--- src/rtl/fsab_rr_scheduler.sv ---
// Round-robin grant scheduler for the FSAB outbound bus: one start pulse per transaction, credit gated.
// Latency: pending request with credit in IDLE -> grant_start the next cycle; holds grant until the last beat.
module fsab_rr_scheduler #(
  parameter int FSAB_DEVICES = 4,
  parameter int LEN_W        = 4,
  parameter int CREDITS_W    = 4,
  parameter int INIT_CREDITS = 8,
  parameter int TIMEOUT_CYC  = 255,
  localparam int IDX_W       = (FSAB_DEVICES > 1) ? $clog2(FSAB_DEVICES) : 1,
  localparam int IC_W        = (TIMEOUT_CYC > 1) ? $clog2(TIMEOUT_CYC + 1) : 1
) (
  input  logic                          clk,
  input  logic                          rst_b,
  input  logic [FSAB_DEVICES-1:0]       req_pending,
  input  logic [FSAB_DEVICES-1:0]       req_is_wr,
  input  logic [FSAB_DEVICES*LEN_W-1:0] req_lens,
  input  logic                          bus_valid,
  input  logic                          fsabo_credit,
  output logic [FSAB_DEVICES-1:0]       grant_start,
  output logic [IDX_W-1:0]              grant_idx,
  output logic                          grant_busy,
  output logic [CREDITS_W-1:0]          credits,
  output logic                          err_overflow,
  output logic                          err_timeout
);

  typedef enum logic {IDLE = 1'b0, BUSY = 1'b1} state_t;

  state_t                  state_q, state_d;
  logic [FSAB_DEVICES-1:0] grant_start_q, grant_start_d;
  logic [IDX_W-1:0]        grant_idx_q, grant_idx_d;
  logic [IDX_W-1:0]        last_idx_q, last_idx_d;
  logic [CREDITS_W-1:0]    credits_q, credits_d;
  logic [LEN_W-1:0]        beats_left_q, beats_left_d;
  logic [IC_W-1:0]         idle_cnt_q, idle_cnt_d;
  logic                    err_overflow_q, err_overflow_d;
  logic                    err_timeout_q, err_timeout_d;

  logic                    found;
  logic [IDX_W-1:0]        winner;
  logic [FSAB_DEVICES-1:0] win_oh;
  logic                    win_wr;
  logic [LEN_W-1:0]        win_len;
  logic                    grant_fire;

  // Search order starts one past the previous winner so every requester gets its turn.
  always_comb begin
    found   = 1'b0;
    winner  = '0;
    win_oh  = '0;
    win_wr  = 1'b0;
    win_len = '0;
    for (int k = 1; k <= FSAB_DEVICES; k++) begin
      for (int i = 0; i < FSAB_DEVICES; i++) begin
        if (!found && req_pending[i] && (((int'(last_idx_q) + k) % FSAB_DEVICES) == i)) begin
          found     = 1'b1;
          winner    = IDX_W'(i);
          win_oh[i] = 1'b1;
          win_wr    = req_is_wr[i];
          win_len   = req_lens[i*LEN_W +: LEN_W];
        end
      end
    end
  end

  always_comb begin
    state_d       = state_q;
    grant_start_d = '0;
    grant_idx_d   = grant_idx_q;
    last_idx_d    = last_idx_q;
    beats_left_d  = beats_left_q;
    idle_cnt_d    = idle_cnt_q;
    err_timeout_d = err_timeout_q;
    grant_fire    = 1'b0;
    case (state_q)
      IDLE: begin
        if (found && (credits_q != '0)) begin
          grant_fire    = 1'b1;
          grant_start_d = win_oh;
          grant_idx_d   = winner;
          last_idx_d    = winner;
          state_d       = BUSY;
          idle_cnt_d    = '0;
          beats_left_d  = (win_wr && (win_len != '0)) ? win_len : LEN_W'(1);
        end
      end
      BUSY: begin
        if (bus_valid) begin
          idle_cnt_d   = '0;
          beats_left_d = beats_left_q - LEN_W'(1);
          if (beats_left_q == LEN_W'(1)) begin
            state_d = IDLE;
          end
        end else begin
          // Saturate so a stuck transaction cannot wrap the counter.
          if (idle_cnt_q != IC_W'(TIMEOUT_CYC)) begin
            idle_cnt_d = idle_cnt_q + IC_W'(1);
          end
          if (idle_cnt_d == IC_W'(TIMEOUT_CYC)) begin
            err_timeout_d = 1'b1;
          end
        end
      end
      default: state_d = IDLE;
    endcase
  end

  always_comb begin
    credits_d      = credits_q;
    err_overflow_d = err_overflow_q;
    if (fsabo_credit && !grant_fire) begin
      if (credits_q == {CREDITS_W{1'b1}}) begin
        err_overflow_d = 1'b1;
      end else begin
        credits_d = credits_q + CREDITS_W'(1);
      end
    end else if (!fsabo_credit && grant_fire) begin
      credits_d = credits_q - CREDITS_W'(1);
    end
  end

  always_ff @(posedge clk or negedge rst_b) begin
    if (!rst_b) begin
      state_q        <= IDLE;
      grant_start_q  <= '0;
      grant_idx_q    <= '0;
      last_idx_q     <= IDX_W'(FSAB_DEVICES - 1);
      credits_q      <= CREDITS_W'(INIT_CREDITS);
      beats_left_q   <= '0;
      idle_cnt_q     <= '0;
      err_overflow_q <= 1'b0;
      err_timeout_q  <= 1'b0;
    end else begin
      state_q        <= state_d;
      grant_start_q  <= grant_start_d;
      grant_idx_q    <= grant_idx_d;
      last_idx_q     <= last_idx_d;
      credits_q      <= credits_d;
      beats_left_q   <= beats_left_d;
      idle_cnt_q     <= idle_cnt_d;
      err_overflow_q <= err_overflow_d;
      err_timeout_q  <= err_timeout_d;
    end
  end

  assign grant_start  = grant_start_q;
  assign grant_idx    = grant_idx_q;
  assign grant_busy   = (state_q == BUSY);
  assign credits      = credits_q;
  assign err_overflow = err_overflow_q;
  assign err_timeout  = err_timeout_q;

endmodule
--- config.mk ---
export PLATFORM = sky130hd
export DESIGN_NAME = fsab_rr_scheduler
export DESIGN_NICKNAME = d
export VERILOG_FILES = /design/src/rtl/fsab_rr_scheduler.sv
export SDC_FILE = /design/constraint.sdc
export NUM_CORES = 1
export LEC_CHECK = 0
export ABC_AREA = 1
export CAP_MARGIN = 5
export CORE_MARGIN = 4
export CORE_UTILIZATION = 30
export DETAILED_ROUTE_END_ITERATION = 10
export PLACE_DENSITY = 0.56
export SKIP_CTS_REPAIR_TIMING = 1
export SYNTH_ARGS = -nofsm -noshare
export SYNTH_HDL_FRONTEND = slang
export SYNTH_SLANG_ARGS = --single-unit
--- constraint.sdc ---
create_clock -name clk -period 8.2 [get_ports clk]
set_input_delay 2.46 -clock clk [delete_from_list [all_inputs] [get_ports clk]]
set_output_delay 2.46 -clock clk [all_outputs]
set_load 0.02 [all_outputs]
-- After elaboration in Yosys (flattened, before gate mapping)
Cells that the tools add are included.
- add/sub/neg operators: 8
- muxes and demuxes: 98
- reduce and logical (&&, ||, !) cells: 68
- bitwise logic cells: 6
- equal/unequal tests: 19
- operator list (kind ; number):
    logical NOT 32 bit ; 4
    2-to-1 mux 4 bit ; 24
    2-to-1 mux 1 bit ; 52
    2-to-1 mux 8 bit ; 5
    logical AND 1 bit ; 35
    2-to-1 mux 2 bit ; 14
    equality test 3 bit (second input constant) ; 8
    logical NOT 1 bit ; 17
    case mux 8 bit (2 select lines) ; 1
    equality test 3 x 2 -> 1 bit (second input constant) ; 4
    adder 8 x 1 -> 8 bit (second input constant) ; 1
    equality test 8 bit (second input constant) ; 1
    != test 8 bit (second input constant) ; 1
    case mux 4 bit (2 select lines) ; 1
    AND reduction 2 bit ; 4
    nonzero test 4 bit ; 2
    OR reduction 2 bit ; 4
    subtractor 4 x 1 -> 4 bit (second input constant) ; 2
    != test 2 bit (second input constant) ; 3
    adder 2 x 1 -> 2 bit (second input constant) ; 2
    adder 2 bit (second input constant) ; 2
    adder 4 x 1 -> 4 bit (second input constant) ; 1
    AND 1 bit (first input constant) ; 4
    equality test 4 x 1 -> 1 bit (second input constant) ; 1
    5 further kinds ; 6
- register bits after elaboration: 27
- output and inout port bits: 13
- input port bits: 28
- word-level logic and storage cells: 208

-- Logic depth before layout (Yosys ltp)
- word-level depth: 73
- gate-level depth with buffers: 23
- gate-level depth less buffers: 22

-- Least setup slack after synthesis
No wires, ideal clock.
- kind: input -> register
- start point: input port req_pending[2]
- end point: register credits_q[3] (netlist: credits[3])
- arrival: 4.969 ns
- required time: 8.124 ns
- library setup time: 0.076 ns
- stages on the path: 22
- path slack: 3.156 ns
- buffers on the path: 1
- cell sequence: clkbuf_1 -> nand3_2 -> nand3_2 -> nor3_4 -> nand4_4 -> nor2_8 -> nand4_4 -> nor2_4 -> nand3_2 -> nor2_2 -> nor2_1 -> nand2_4 -> nand2_4 -> ha_1 -> nand2_1 -> nand2_1 -> a31oi_1 -> nor2_1 -> nand2_1 -> nand2_1 -> nand2_1 -> nand2_1
- word-level cells in the longest chain between the ends: 62
- elaborated cells between the ends (all ways): 65
- classes of those cells: eq/ne (1); mux (17); reduce/logical (47)
- RTL lines (what ; line ; source):
    start, declared ; 14 ; input logic [FSAB_DEVICES-1:0] req_pending,
    logical AND 1 bit (2 in a row) ; 55 ; if (!found && req_pending[i] && (((int'(last_idx_q) + k) % FSAB_DEVICES) == i)) begin
    2-to-1 mux 1 bit ; 55 ;
    logical NOT 1 bit ; 55 ;
    logical AND 1 bit (2 in a row) ; 55 ;
    2-to-1 mux 1 bit ; 55 ;
    logical NOT 1 bit ; 55 ;
    logical AND 1 bit (2 in a row) ; 55 ;
    2-to-1 mux 1 bit ; 55 ;
    (+43 left out) ; -- ;
    2-to-1 mux 1 bit (*) ; 55 ;
    logical AND 1 bit (*) ; 77 ; if (found && (credits_q != '0)) begin
    2-to-1 mux 1 bit (*) ; 77 ;
    2-to-1 mux 1 bit (*) ; 75 ; case (state_q)
    logical NOT 1 bit ; 111 ; if (fsabo_credit && !grant_fire) begin
    logical AND 1 bit ; 111 ;
    != test 2 bit (no source line) / nonzero test 2 bit (equally long branches) ; -- ;
    AND reduction 2 bit (no source line) ; -- ;
    end signal, assigned ; 128 ; credits_q <= CREDITS_W'(INIT_CREDITS);
    end signal, assigned ; 138 ; credits_q <= credits_d;
    end, declared ; 33 ; logic [CREDITS_W-1:0] credits_q, credits_d;
Mark *: on every way between the ends. The rest lies on a longest branch, timed or not.
A chain may end at the register's enable or synchronous reset.

-- Final worst setup path
- start point: input port req_pending[1]
- end point: register credits_q[3] (netlist: credits[3])
- word-level cells in the longest chain between the ends: 66
- elaborated cells between the ends (all ways): 69
- classes of those cells: eq/ne (1); mux (18); reduce/logical (50)
- RTL lines (what ; line):
    logical AND 1 bit (2 in a row) ; 55
    2-to-1 mux 1 bit ; 55
    logical NOT 1 bit ; 55
    logical AND 1 bit (2 in a row) ; 55
    2-to-1 mux 1 bit ; 55
    logical NOT 1 bit ; 55
    logical AND 1 bit (2 in a row) ; 55
    2-to-1 mux 1 bit ; 55
    (+47 left out) ; --
    2-to-1 mux 1 bit (*) ; 55
    logical AND 1 bit (*) ; 77
    2-to-1 mux 1 bit (*) ; 77
    2-to-1 mux 1 bit (*) ; 75
    logical NOT 1 bit ; 111
    logical AND 1 bit ; 111
    != test 2 bit (no source line) / nonzero test 2 bit (equally long branches) ; --
    AND reduction 2 bit (no source line) ; --
Marked as above.

==> impl_metrics.ini <==
[outcome]
outcome = completed

[grt]
grt.overflow.total = 0
grt_max_degree = 28
grt_pass1_wl_mm = 13.2
antenna_found_initial = 0
first_global_vias = 2662
track_usage_pct = 16.0

[route]
via_per_inst = 5.03
drc = 0
vias = 2753
drtPass1Iterations = 5
dr.first_iter.drc_count = 116
finalWirelength_mm = 7.80
wl_per_cell_um = 14.3
ant_nets = 0

[cells_and_area]
insertedDiodeCount = 0
drive_gt1_share_pct = 7.24
mostFrequentLayoutCell = nand2_1
num-nets-final = 477
area.growth.synth_to_final_pct = 22.5
fillCellCount = 895
instances_no_fill = 547
utilization_pct = 37.7
mostFrequentLayoutCells = nand2_1 (91), nor2_1 (69), inv_1 (60)

[sta]
hold_violations = 0
relSlewSlack_pct = 45.9
tightest_slew_ns = 0.808
worst_slack_ns = 2.62
clock_skew_ns = 0.00533
rsz0062_at_grt = no
fmax_mhz = 179
finalMaxSlewViolations = 0
fin_crit_ns = 5.58
tns_ns = 0
min_period_over_period_pct = 68.0
setup_viol = 0

[worst_setup_path]
cp_slowest_cell = clkdlybuf4s50_1
critical_path.max_stage_delay_ns = 0.60
crit_type = in2reg
path_common_cell = nand2_1
path_cells = clkdlybuf4s50_1, nand2_4, nand3_2, nor3_4, nand4_4, nor2_8, nand4_4, nor2_4, nand3_2, nor2_2, nor2_1, nand2_4, nand2_4, ha_1, nand2_1, nand2_1, a31oi_1, nor2_1, nand2_1, nand2_1, nand2_1, nand2_1
critPathMaxFanout = 8
startpoint_type = input port
cp-end-kind = register
crit_required_ns = 8.41
arrival_ns = 5.79

[clocking]
numCtsBuffers = 3
cts_tree = yes
clock_latency_ns = 0.27
clock_sinks = 27
clkTransAtPathRegs_ns = 0.09
cts-root-buf = clkbuf_8
htree_levels = 1
cts_buffer_depth = 2

[floorplanning]
io_pins = 41
row_count = 33
die_area_um2 = 9980
initial_core_util_pct = 30.8
die_y_um = 99.9
die_w_um = 99.9
coreArea_um2 = 8220

[place]
place_congestion = 0.989
hpwl_mm = 6.23
portBuffers = 40
place_ws_ns = 2.33
dpl.cell_count = 543

[power]
p_leak_nw = 1.47
powerDensity_nw_per_um2 = 268
finalPower_mw = 0.831
ir_drop_mv = 0.0853

[synth]
synth_seq_cells = 27
syn_inst = 400
synth_edf_count = 0
syn_area_per_cell_um2 = 6.33
synth.cell_area_um2 = 2530
synth_warnings = 0
syn-num-nets = 434
async_flop_share_pct = 100
synth-main-ff-cell = dfrtp_1
ys_types = 41
seq_area_frac_synth_pct = 26.8

[flow_run]
maxCapViolations = 0

[hold_path]
worstHoldPathType = reg2reg
-- critical path: cells and delay by family --
family	cells	cell delay [ns]
compound gates	1	0.17
fa+ha+maj	1	0.33
buf+inv	1	0.60
simple gates	19	2.21
-- synthesized netlist by cell type (5+ instances only) --
cell type	count	area (µm²)
nand2_1	91	342
nor2_1	69	259
inv_1	60	225
nand3_1	44	220
dfrtp_1	24	601
nand4_1	15	93.8
a21oi_1	12	60.1
o21ai_0	10	50.1
nor3_1	9	45.0
ha_1	5	62.6
xor2_1	5	43.8
-- sequential cells by signal, indices dropped and copies added, names as in the netlist --
register	count
credits	4
last_idx_q	2
grant_idx	2
grant_busy	1
beats_left_q	4
err_timeout	1
err_overflow	1
idle_cnt_q	8
grant_start	4
-- power breakdown --
part	leakage, nW	switching, mW	internal, mW	total, mW
sequential	0.337	0.0430	0.170	0.213
combinational	1.11	0.345	0.198	0.543
clock	0.0255	0.0415	0.0340	0.0756
total	1.47	0.429	0.402	0.831
-- final cells by class --
type	count	area, µm²	area share [%]
multi-input combinational	305	1590	51.4
sequential	27	679	21.9
timing repair buffer	41	408	13.2
inverter	65	244	7.87
tap	105	131	4.24
clock buffer	3	41.3	1.33
clock inverter	1	5.00	0.161
-- metrics by stage --
stage | hold WS, ns | instance area [µm²]
final | 0.486 | 3100
after global routing | 0.507 | 3100
after global placement | 0.459 | 3060
after floorplan | 0.505 | 2530
after detailed placement | 0.465 | 3060
after CTS | 0.490 | 3100
-- worst paths after layout --
| check | to | slack [ns] | start | cells after the start |
|---|---|---|---|---|
| setup / recovery | credits[3] | 2.62 | req_pending[1] | 22 |
| hold / removal | err_timeout | 0.49 | err_timeout | 1 |
| setup reg to reg | credits[3] | 4.72 | last_idx_q[0] | 22 |
| hold reg to reg | err_timeout | 0.49 | err_timeout | 1 |
| max in group asynchronous | last_idx_q[1] | 5.34 | rst_b | 2 |
| min in group asynchronous | idle_cnt_q[3] | 2.55 | rst_b | 2 |
-- cell families (layout without fill, tap and decap cells) --
group,Yosys count,after routing,share of synthesized area (%)
flops,27,27,26.8
compound gates,42,42,10.5
fa+ha+maj,6,6,3.26
buf+inv,68,110,10.3
xor+xnor,5,5,1.73
simple gates,252,252,47.4
-- layer usage --
layer  GRT usage, %  vias to the layer above  share of wire [%]
met2           25.8                       68                 45
li1               -                     1398                  -
met3           1.81                        4                4.1
met5              0                        -                  0
met4           1.47                        0               0.56
met1           23.7                     1283                 50
Note: power is estimated with default switching activity, not from simulation.
